<file path="src/rtl/rsa_privkey_calc_if.sv">
// Request/result bundle between the key-material producer and rsa_privkey_calc.
// The master drives the prime pair and exponent; the slave returns phi, d and status.
interface rsa_privkey_calc_if #(
  parameter int W  = 14,
  parameter int PW = 7
);
  logic          start;
  logic [PW-1:0] p;
  logic [PW-1:0] q;
  logic [W-1:0]  e;
  logic          busy;
  logic          done;
  logic          err;
  logic [W-1:0]  phi;
  logic [W-1:0]  d;

  modport master (output start, p, q, e, input busy, done, err, phi, d);
  modport slave  (input start, p, q, e, output busy, done, err, phi, d);
endinterface

</file>
<file path="src/rtl/rsa_privkey_calc.sv">
// Computes phi = (p-1)(q-1) and d = e^-1 mod phi with a one-step-per-cycle
// extended Euclid FSM; invalid key material raises err and forces d = 0.
module rsa_privkey_calc #(
  parameter int W         = 14,
  parameter int PW        = 7,
  parameter int MAX_STEPS = 24
) (
  input logic                clk,
  input logic                rst,
  rsa_privkey_calc_if.slave  bus
);
  localparam int SW = $clog2(MAX_STEPS + 1);

  typedef enum logic [2:0] {IDLE, PHI, CHECK, EUCLID, FIN} state_t;

  state_t              state;
  logic [PW-1:0]       p_r, q_r;
  logic [W-1:0]        e_r, phi_r;
  logic [W-1:0]        r0, r1;
  logic signed [W:0]   t0, t1;
  logic [SW-1:0]       steps;

  logic [W-1:0]        qt, r_next, d_fin, phi_calc;
  logic signed [W:0]   t_next, t_fix;
  logic [PW-1:0]       pm1, qm1;
  logic                bad;

  always_comb begin
    qt = '0;
    if (r1 != '0) qt = r0 / r1;
  end

  assign r_next   = r0 - qt * r1;
  assign t_next   = t0 - $signed({1'b0, qt}) * t1;
  // A negative Bezout coefficient is folded back into [0, phi).
  assign t_fix    = t0 + $signed({1'b0, phi_r});
  assign d_fin    = t0[W] ? t_fix[W-1:0] : t0[W-1:0];
  assign pm1      = p_r - PW'(1);
  assign qm1      = q_r - PW'(1);
  assign phi_calc = {{(W-PW){1'b0}}, pm1} * {{(W-PW){1'b0}}, qm1};
  assign bad      = (p_r < PW'(2)) | (q_r < PW'(2)) | (e_r < W'(2)) | (e_r >= phi_r);

  always_ff @(posedge clk or posedge rst) begin
    if (rst) begin
      state    <= IDLE;
      p_r      <= '0;
      q_r      <= '0;
      e_r      <= '0;
      phi_r    <= '0;
      r0       <= '0;
      r1       <= '0;
      t0       <= '0;
      t1       <= '0;
      steps    <= '0;
      bus.busy <= 1'b0;
      bus.done <= 1'b0;
      bus.err  <= 1'b0;
      bus.phi  <= '0;
      bus.d    <= '0;
    end else begin
      bus.done <= 1'b0;
      case (state)
        IDLE: if (bus.start) begin
          p_r      <= bus.p;
          q_r      <= bus.q;
          e_r      <= bus.e;
          steps    <= '0;
          bus.err  <= 1'b0;
          bus.busy <= 1'b1;
          state    <= PHI;
        end
        PHI: begin
          phi_r <= phi_calc;
          state <= CHECK;
        end
        CHECK: if (bad) begin
          bus.err  <= 1'b1;
          bus.done <= 1'b1;
          bus.phi  <= phi_r;
          bus.d    <= '0;
          state    <= FIN;
        end else begin
          r0    <= phi_r;
          r1    <= e_r;
          t0    <= '0;
          t1    <= (W+1)'(1);
          state <= EUCLID;
        end
        EUCLID: if (r1 == '0) begin
          // r0 now holds gcd(phi, e); only gcd 1 yields an inverse.
          bus.err  <= (r0 != W'(1));
          bus.d    <= (r0 != W'(1)) ? '0 : d_fin;
          bus.phi  <= phi_r;
          bus.done <= 1'b1;
          state    <= FIN;
        end else if (steps == SW'(MAX_STEPS)) begin
          bus.err  <= 1'b1;
          bus.d    <= '0;
          bus.phi  <= phi_r;
          bus.done <= 1'b1;
          state    <= FIN;
        end else begin
          r0    <= r1;
          r1    <= r_next;
          t0    <= t1;
          t1    <= t_next;
          steps <= steps + SW'(1);
        end
        FIN: begin
          bus.busy <= 1'b0;
          state    <= IDLE;
        end
        default: state <= IDLE;
      endcase
    end
  end
endmodule

</file>
<file path="src/flat_wrapper.sv">
// flat-port wrapper written by rule: the top's interface ports become plain ports
module rsa_privkey_calc_flat 
#(
  parameter int W         = 14,
  parameter int PW        = 7,
  parameter int MAX_STEPS = 24
)
  (clk, rst, bus_start, bus_p, bus_q, bus_e, bus_busy, bus_done, bus_err, bus_phi, bus_d);
  rsa_privkey_calc_if #(.W(W), .PW(PW)) bus_i ();
  input logic clk;
  input logic rst;
  input wire logic [$bits(bus_i.start)-1:0] bus_start;
  input wire logic [$bits(bus_i.p)-1:0] bus_p;
  input wire logic [$bits(bus_i.q)-1:0] bus_q;
  input wire logic [$bits(bus_i.e)-1:0] bus_e;
  output wire logic [$bits(bus_i.busy)-1:0] bus_busy;
  output wire logic [$bits(bus_i.done)-1:0] bus_done;
  output wire logic [$bits(bus_i.err)-1:0] bus_err;
  output wire logic [$bits(bus_i.phi)-1:0] bus_phi;
  output wire logic [$bits(bus_i.d)-1:0] bus_d;
  assign bus_i.start = bus_start;
  assign bus_i.p = bus_p;
  assign bus_i.q = bus_q;
  assign bus_i.e = bus_e;
  assign bus_busy = bus_i.busy;
  assign bus_done = bus_i.done;
  assign bus_err = bus_i.err;
  assign bus_phi = bus_i.phi;
  assign bus_d = bus_i.d;
  rsa_privkey_calc #(.W(W), .PW(PW), .MAX_STEPS(MAX_STEPS)) u_core (.clk(clk), .rst(rst), .bus(bus_i));
endmodule
</file>
<file path="config.mk">
export PLATFORM = sky130hd
export DESIGN_NAME = rsa_privkey_calc_flat
export DESIGN_NICKNAME = d
export VERILOG_FILES = /design/src/rtl/rsa_privkey_calc_if.sv /design/src/rtl/rsa_privkey_calc.sv /design/src/flat_wrapper.sv
export SDC_FILE = /design/constraint.sdc
export NUM_CORES = 1
export LEC_CHECK = 0
export BUFFER_PORTS_ARGS = -buffer_cell sky130_fd_sc_hd__buf_4
export CAP_MARGIN = 20
export CELL_PAD_IN_SITES_DETAIL_PLACEMENT = 2
export CELL_PAD_IN_SITES_GLOBAL_PLACEMENT = 2
export CORE_MARGIN = 2
export CORE_UTILIZATION = 44
export DETAILED_ROUTE_END_ITERATION = 12
export PLACE_DENSITY = 0.93
export SLEW_MARGIN = 20
export SYNTH_ARGS = -nofsm -noshare
export SYNTH_HDL_FRONTEND = slang
export SYNTH_SLANG_ARGS = --single-unit
</file>
<file path="constraint.sdc">
create_clock -name clk -period 58 [get_ports clk]
set_input_delay 11.6 -clock clk [delete_from_list [all_inputs] [get_ports clk]]
set_output_delay 11.6 -clock clk [all_outputs]
set_load 0.02 [all_outputs]
</file>
**After elaboration in Yosys (flattened, before gate mapping)**

Index checks and enable logic that the tools add are counted.

- Flip-flop bits (word level): 139
- Output and inout bits: 31
- Word-level logic and storage cells: 105
- Bits of input ports: 31

- Multiplexer cells: 47
- Add/subtract/negate cells: 6
- Eq/ne operators: 12
- Reductions and logical operators: 14
- Bitwise logic cells: 3
- $mul: 3
- Divide/modulo/power cells: 1
- Magnitude comparators: 4

Operator list:

| cell | count |
|---|---|
| 14-bit 2-to-1 mux | 15 |
| 14-bit one-hot mux with 2 select lines | 4 |
| 15-bit 2-to-1 mux | 6 |
| 15-bit one-hot mux with 2 select lines | 2 |
| 15-bit by 15-bit multiplier with 15-bit output | 1 |
| 5-bit 2-to-1 mux | 3 |
| 15-bit subtractor | 1 |
| 14-bit adder | 1 |
| 14-bit by 14-bit divider with 14-bit output | 1 |
| 14-bit >= comparator | 1 |
| 14-bit logical NOT | 1 |
| 14-bit by 2-bit < comparator with 1-bit output (second input constant) | 1 |
| 7-bit by 2-bit < comparator with 1-bit output (second input constant) | 2 |
| 14-bit by 14-bit multiplier with 14-bit output | 1 |
| 7-bit by 7-bit multiplier with 14-bit output | 1 |
| 14-bit by 1-bit != test with 1-bit output (second input constant) | 1 |
| 14-bit nonzero test | 1 |
| 14-bit subtractor | 1 |
| 7-bit by 1-bit subtractor with 7-bit output (second input constant) | 2 |
| 3-bit 2-to-1 mux | 4 |
| 3-bit one-hot mux with 4 select lines | 1 |
| 4-bit AND reduction | 3 |
| 5-bit one-hot mux with 2 select lines | 1 |
| 1-bit 2-to-1 mux | 8 |
| other kinds (16) | 27 |

**Logic depth before layout (Yosys ltp)**

- Depth after elaboration: 7
- Depth in mapped cells: 139
- Mapped depth without buffers: 128

**Worst setup path before layout**

Ideal clock, no wire load.

- Kind: reg2reg
- Start point: register u_core.r1[0]
- End point: register u_core.r1[13]
- Cell stages (with the launch flop): 123
- Clock period less this slack: 27.685 ns
- Path slack: 30.315 ns
- Setup time: 0.095 ns
- Data arrival time: 27.590 ns
- Required time: 57.905 ns
- Path buffers: 10
- Cell sequence: dfrtp_1 clkbuf_1 inv_2 ha_1 a31o_2 and2_1 ha_1 o21a_1 o211ai_1 or2_2 a31oi_1 inv_1 ha_1 nor2_1 a211oi_1 nand3_2 and2_1 ha_1 (+87 left out) ha_1 ha_1 fa_1 fa_1 fa_1 fa_1 xnor2_1 xnor2_1 xnor2_1 xnor2_1 xnor2_1 or3_1 a211o_1 a211o_1 a21o_1 a21oi_1 nor3b_1 o31ai_1

- Cells in the longest elaborated chain, start to end: 7
- Elaborated cells on any way between the ends: 11
- Those cells by class: 1 x add/sub; 1 x mul; 1 x div; 1 x eq/ne; 4 x mux; 3 x reduce/logical

RTL lines:

| element | line | RTL |
|---|---|---|
| start, declared | rsa_privkey_calc.sv:19 | `logic [W-1:0] r0, r1;` |
| start signal, assigned | rsa_privkey_calc.sv:84 | `r1 <= e_r;` |
| start signal, assigned | rsa_privkey_calc.sv:104 | `r1 <= r_next;` |
| 14-bit by 14-bit divider with 14-bit output or 14-bit nonzero test (tied branches) | rsa_privkey_calc.sv:30 | `if (r1 != '0) qt = r0 / r1;` |
| 14-bit 2-to-1 mux | rsa_privkey_calc.sv:30 |  |
| 14-bit by 14-bit multiplier with 14-bit output | rsa_privkey_calc.sv:33 | `assign r_next = r0 - qt * r1;` |
| 14-bit subtractor | rsa_privkey_calc.sv:33 |  |
| 14-bit 2-to-1 mux | rsa_privkey_calc.sv:96 | `end else if (steps == SW'(MAX_STEPS)) begin` |
| 14-bit 2-to-1 mux | rsa_privkey_calc.sv:89 | `EUCLID: if (r1 == '0) begin` |
| 14-bit one-hot mux with 2 select lines | rsa_privkey_calc.sv:62 | `case (state)` |

Several ways; a longest one is shown, not always the timed one. The select of a mux whose other input is x is not followed.
A chain may end at the register's enable or synchronous reset.

**Final worst setup path**

- Start point: register u_core.r1[10]
- End point: register u_core.r1[13]

The elaborated chain is that of the path after synthesis.

==> metrics.txt <==
register area share after synthesis 0.171; largest family of logic cells by synthesized area adder cells; Inserted Clock Buffers 17; Die Wd roughly 220 um; Synth-to-Final Area Change 8.19%; residual DRC count 0; via count 21.5k; CP required a little under 60,000 ps; slew margin rel. 0.180; Simple-Gate Fraction of Synth Area 0.166; Net Count, Synth 2,880; GRT Util Overall 0.494; Worst-path clk slew 70 ps; Worst Path Arrival 37,720 ps; #FFs+latches synth between 100 and 150; WL/cell slightly below 40 um; I/O pin count just over 60; Die Y 219 um; multiplexer area fraction after synthesis 0.0401; HPWL Detailed 74,300 um; 1st-pass router iterations 8; commonest non-fill, non-tap cell in the layout inv_1; CTS Buffer Depth 2; status complete, no violations; antenna violations before repair 8; max_cap viols 0; synthesized area about 0.020 mm2; Rows 78; Setup Skew between 10 and 15 ps; top_reg_cell synth dfrtp_1; ys async rst share 1.00; Port Buffers 61; Synth cell types 76; # hold bufs at CTS 0; share of cells above drive strength 1 0.0877; Slew Limit Fails 0; die area just under 0.05 mm2; final setup violation count 0; CTS tree built; Post-synth EDFFs 0; WL final between 100,000 and 150,000 um; Synth Warn # 0; Sum Neg Setup Slack 0 ps; Synth Area in XOR/XNOR 0.0549; WS Path Type flip-flop to flip-flop; Hold Vio Cnt, Final 0; Mapped Cells approximately 2.4k; post-cts sizing count 0; largest net degree at the start of global routing 89; Clock Root Buffer clkbuf_16; area share of fa/ha/maj cells after synthesis 0.338; Routability Congestion 0.924; vias per cell 7.08; # H-tree levels 4; final period utilization 0.645; clock sinks roughly 140; nets@finish around 2.9k; GRT overflow 0; slowest cell on the critical path a41oi_2; Synth Area in Compound Gates 0.154; most frequent cells in the layout inv_1, nand2_1, ha_1; RSZ-0062 raised after global routing no; fmax around 27 MHz; first-pass GRT wire length around 170,000 um; Filler cells 4,955; worst slew pin tran 1220 ps; Crit. End Element flip-flop; core region area roughly 0.046 mm2; worst stage delay on the critical path approximately 960 ps; critical path fanouts, max 25; vias in the first global route about 24k; Mean Syn Cell Area 8.48 um2; critical path startpoint category flip-flop; Iter 0 DRT Violations 2,362; class of the worst hold path flip-flop to flip-flop; clock period minus worst slack 37,430 ps; Clk Latency, worst-skew pair roughly 480 ps; initial core utilization 0.447; antenna-violating nets left 0; Post-CTS Setup Bufs 0
layer usage:
metal  track usage  wire (um)
met1         0.535      39900
met2         0.778      52100
met3         0.173      12900
met4         0.409      11900
met5       0.00417         33
kinds of logic after synthesis:
family | count (synthesis)
AOI/OAI and AO/OA | 488
muxes | 74
adders and majority gates | 444
xor gates and xnor gates | 123
DFF | 139
buffers and inverters | 407
and+or+nand+nor | 730
path summary, 6_finish.rpt:
| check | from | endpoint | slack (ps) | depth (start not counted) |
|---|---|---|---|---|
| min | u_core.bus.err | u_core.bus.err | 520 | 1 |
| max reg2reg | u_core.r1[10] | u_core.r1[13] | 20570 | 120 |
| min reg2reg | u_core.bus.err | u_core.bus.err | 520 | 1 |
| max | u_core.r1[10] | u_core.r1[13] | 20570 | 120 |
| min in group asynchronous | rst | u_core.q_r[1] | 11310 | 2 |
| max in group asynchronous | rst | u_core.phi_r[9] | 45220 | 3 |
registers in the layout (all words and copies together), names as in the netlist, 5 cells and up:
name	cells
u_core.e_r	14
u_core.t1	15
u_core.p_r	7
u_core.q_r	7
u_core.phi_r	14
u_core.bus.phi	14
u_core.steps	5
u_core.r1	14
u_core.t0	15
u_core.r0	14
u_core.bus.d	14
cell usage after synthesis, types with 18 or more instances:
library cell | n | area share
inv_1 | 310 | 0.057
nand2_1 | 278 | 0.051
ha_1 | 265 | 0.16
fa_1 | 179 | 0.18
nor2_1 | 166 | 0.031
dfrtp_1 | 139 | 0.17
o21ai_0 | 133 | 0.033
a21oi_1 | 118 | 0.029
clkbuf_1 | 85 | 0.016
xnor2_1 | 83 | 0.036
nor3_1 | 67 | 0.016
mux2_2 | 54 | 0.030
o21a_1 | 48 | 0.018
and3_1 | 45 | 0.014
xor2_1 | 37 | 0.016
and2_1 | 36 | 0.011
a21o_1 | 29 | 0.011
nand3_1 | 28 | 0.0069
a22o_1 | 26 | 0.011
a211oi_1 | 24 | 0.0088
nand2b_1 | 19 | 0.0058
mux2i_1 | 18 | 0.0088
o21bai_1 | 18 | 0.0066
critical path: cells and delay by family (launching register included):
kind                     cells  cell delay [ps]
buffers and inverters        8             1340
multiplexers                 3             1180
flip-flops                   1              620
AND/OR/NAND/NOR             21             6630
XOR/XNOR                     5              950
adder cells (fa/ha/maj)     19             6970
AO/OA/AOI/OAI               64            19510
through the flow:
stage	hold slack, ps	instance area (um2)	cells	setup WS (ps)	utilization
3_5_place_dp	482	21500	2997	24460	0.471
5_1_grt	544	22100	3029	19610	0.484
2_1_floorplan	480	20400	2405	30310	-
4_1_cts	520	22000	3029	22790	0.484
6_report	521	22100	3031	20570	0.484
3_3_place_gp	468	21500	2997	27930	0.471
final cells by class:
| type | instances | area, um2 | share of cell area |
|---|---|---|---|
| Inverter | 314 | 1180 | 0.0536 |
| Multi-Input combinational cell | 1859 | 15400 | 0.699 |
| Timing Repair Buffer | 85 | 638 | 0.0289 |
| Tap cell | 600 | 751 | 0.0340 |
| Clock buffer | 17 | 425 | 0.0193 |
| Antenna cell | 2 | 5.00 | 0.000227 |
| Sequential cell | 139 | 3480 | 0.158 |
| Clock inverter | 15 | 156 | 0.00709 |
Power is not shown: default switching activity piles up to over one toggle a cycle in this logic, so the estimate is an artifact.
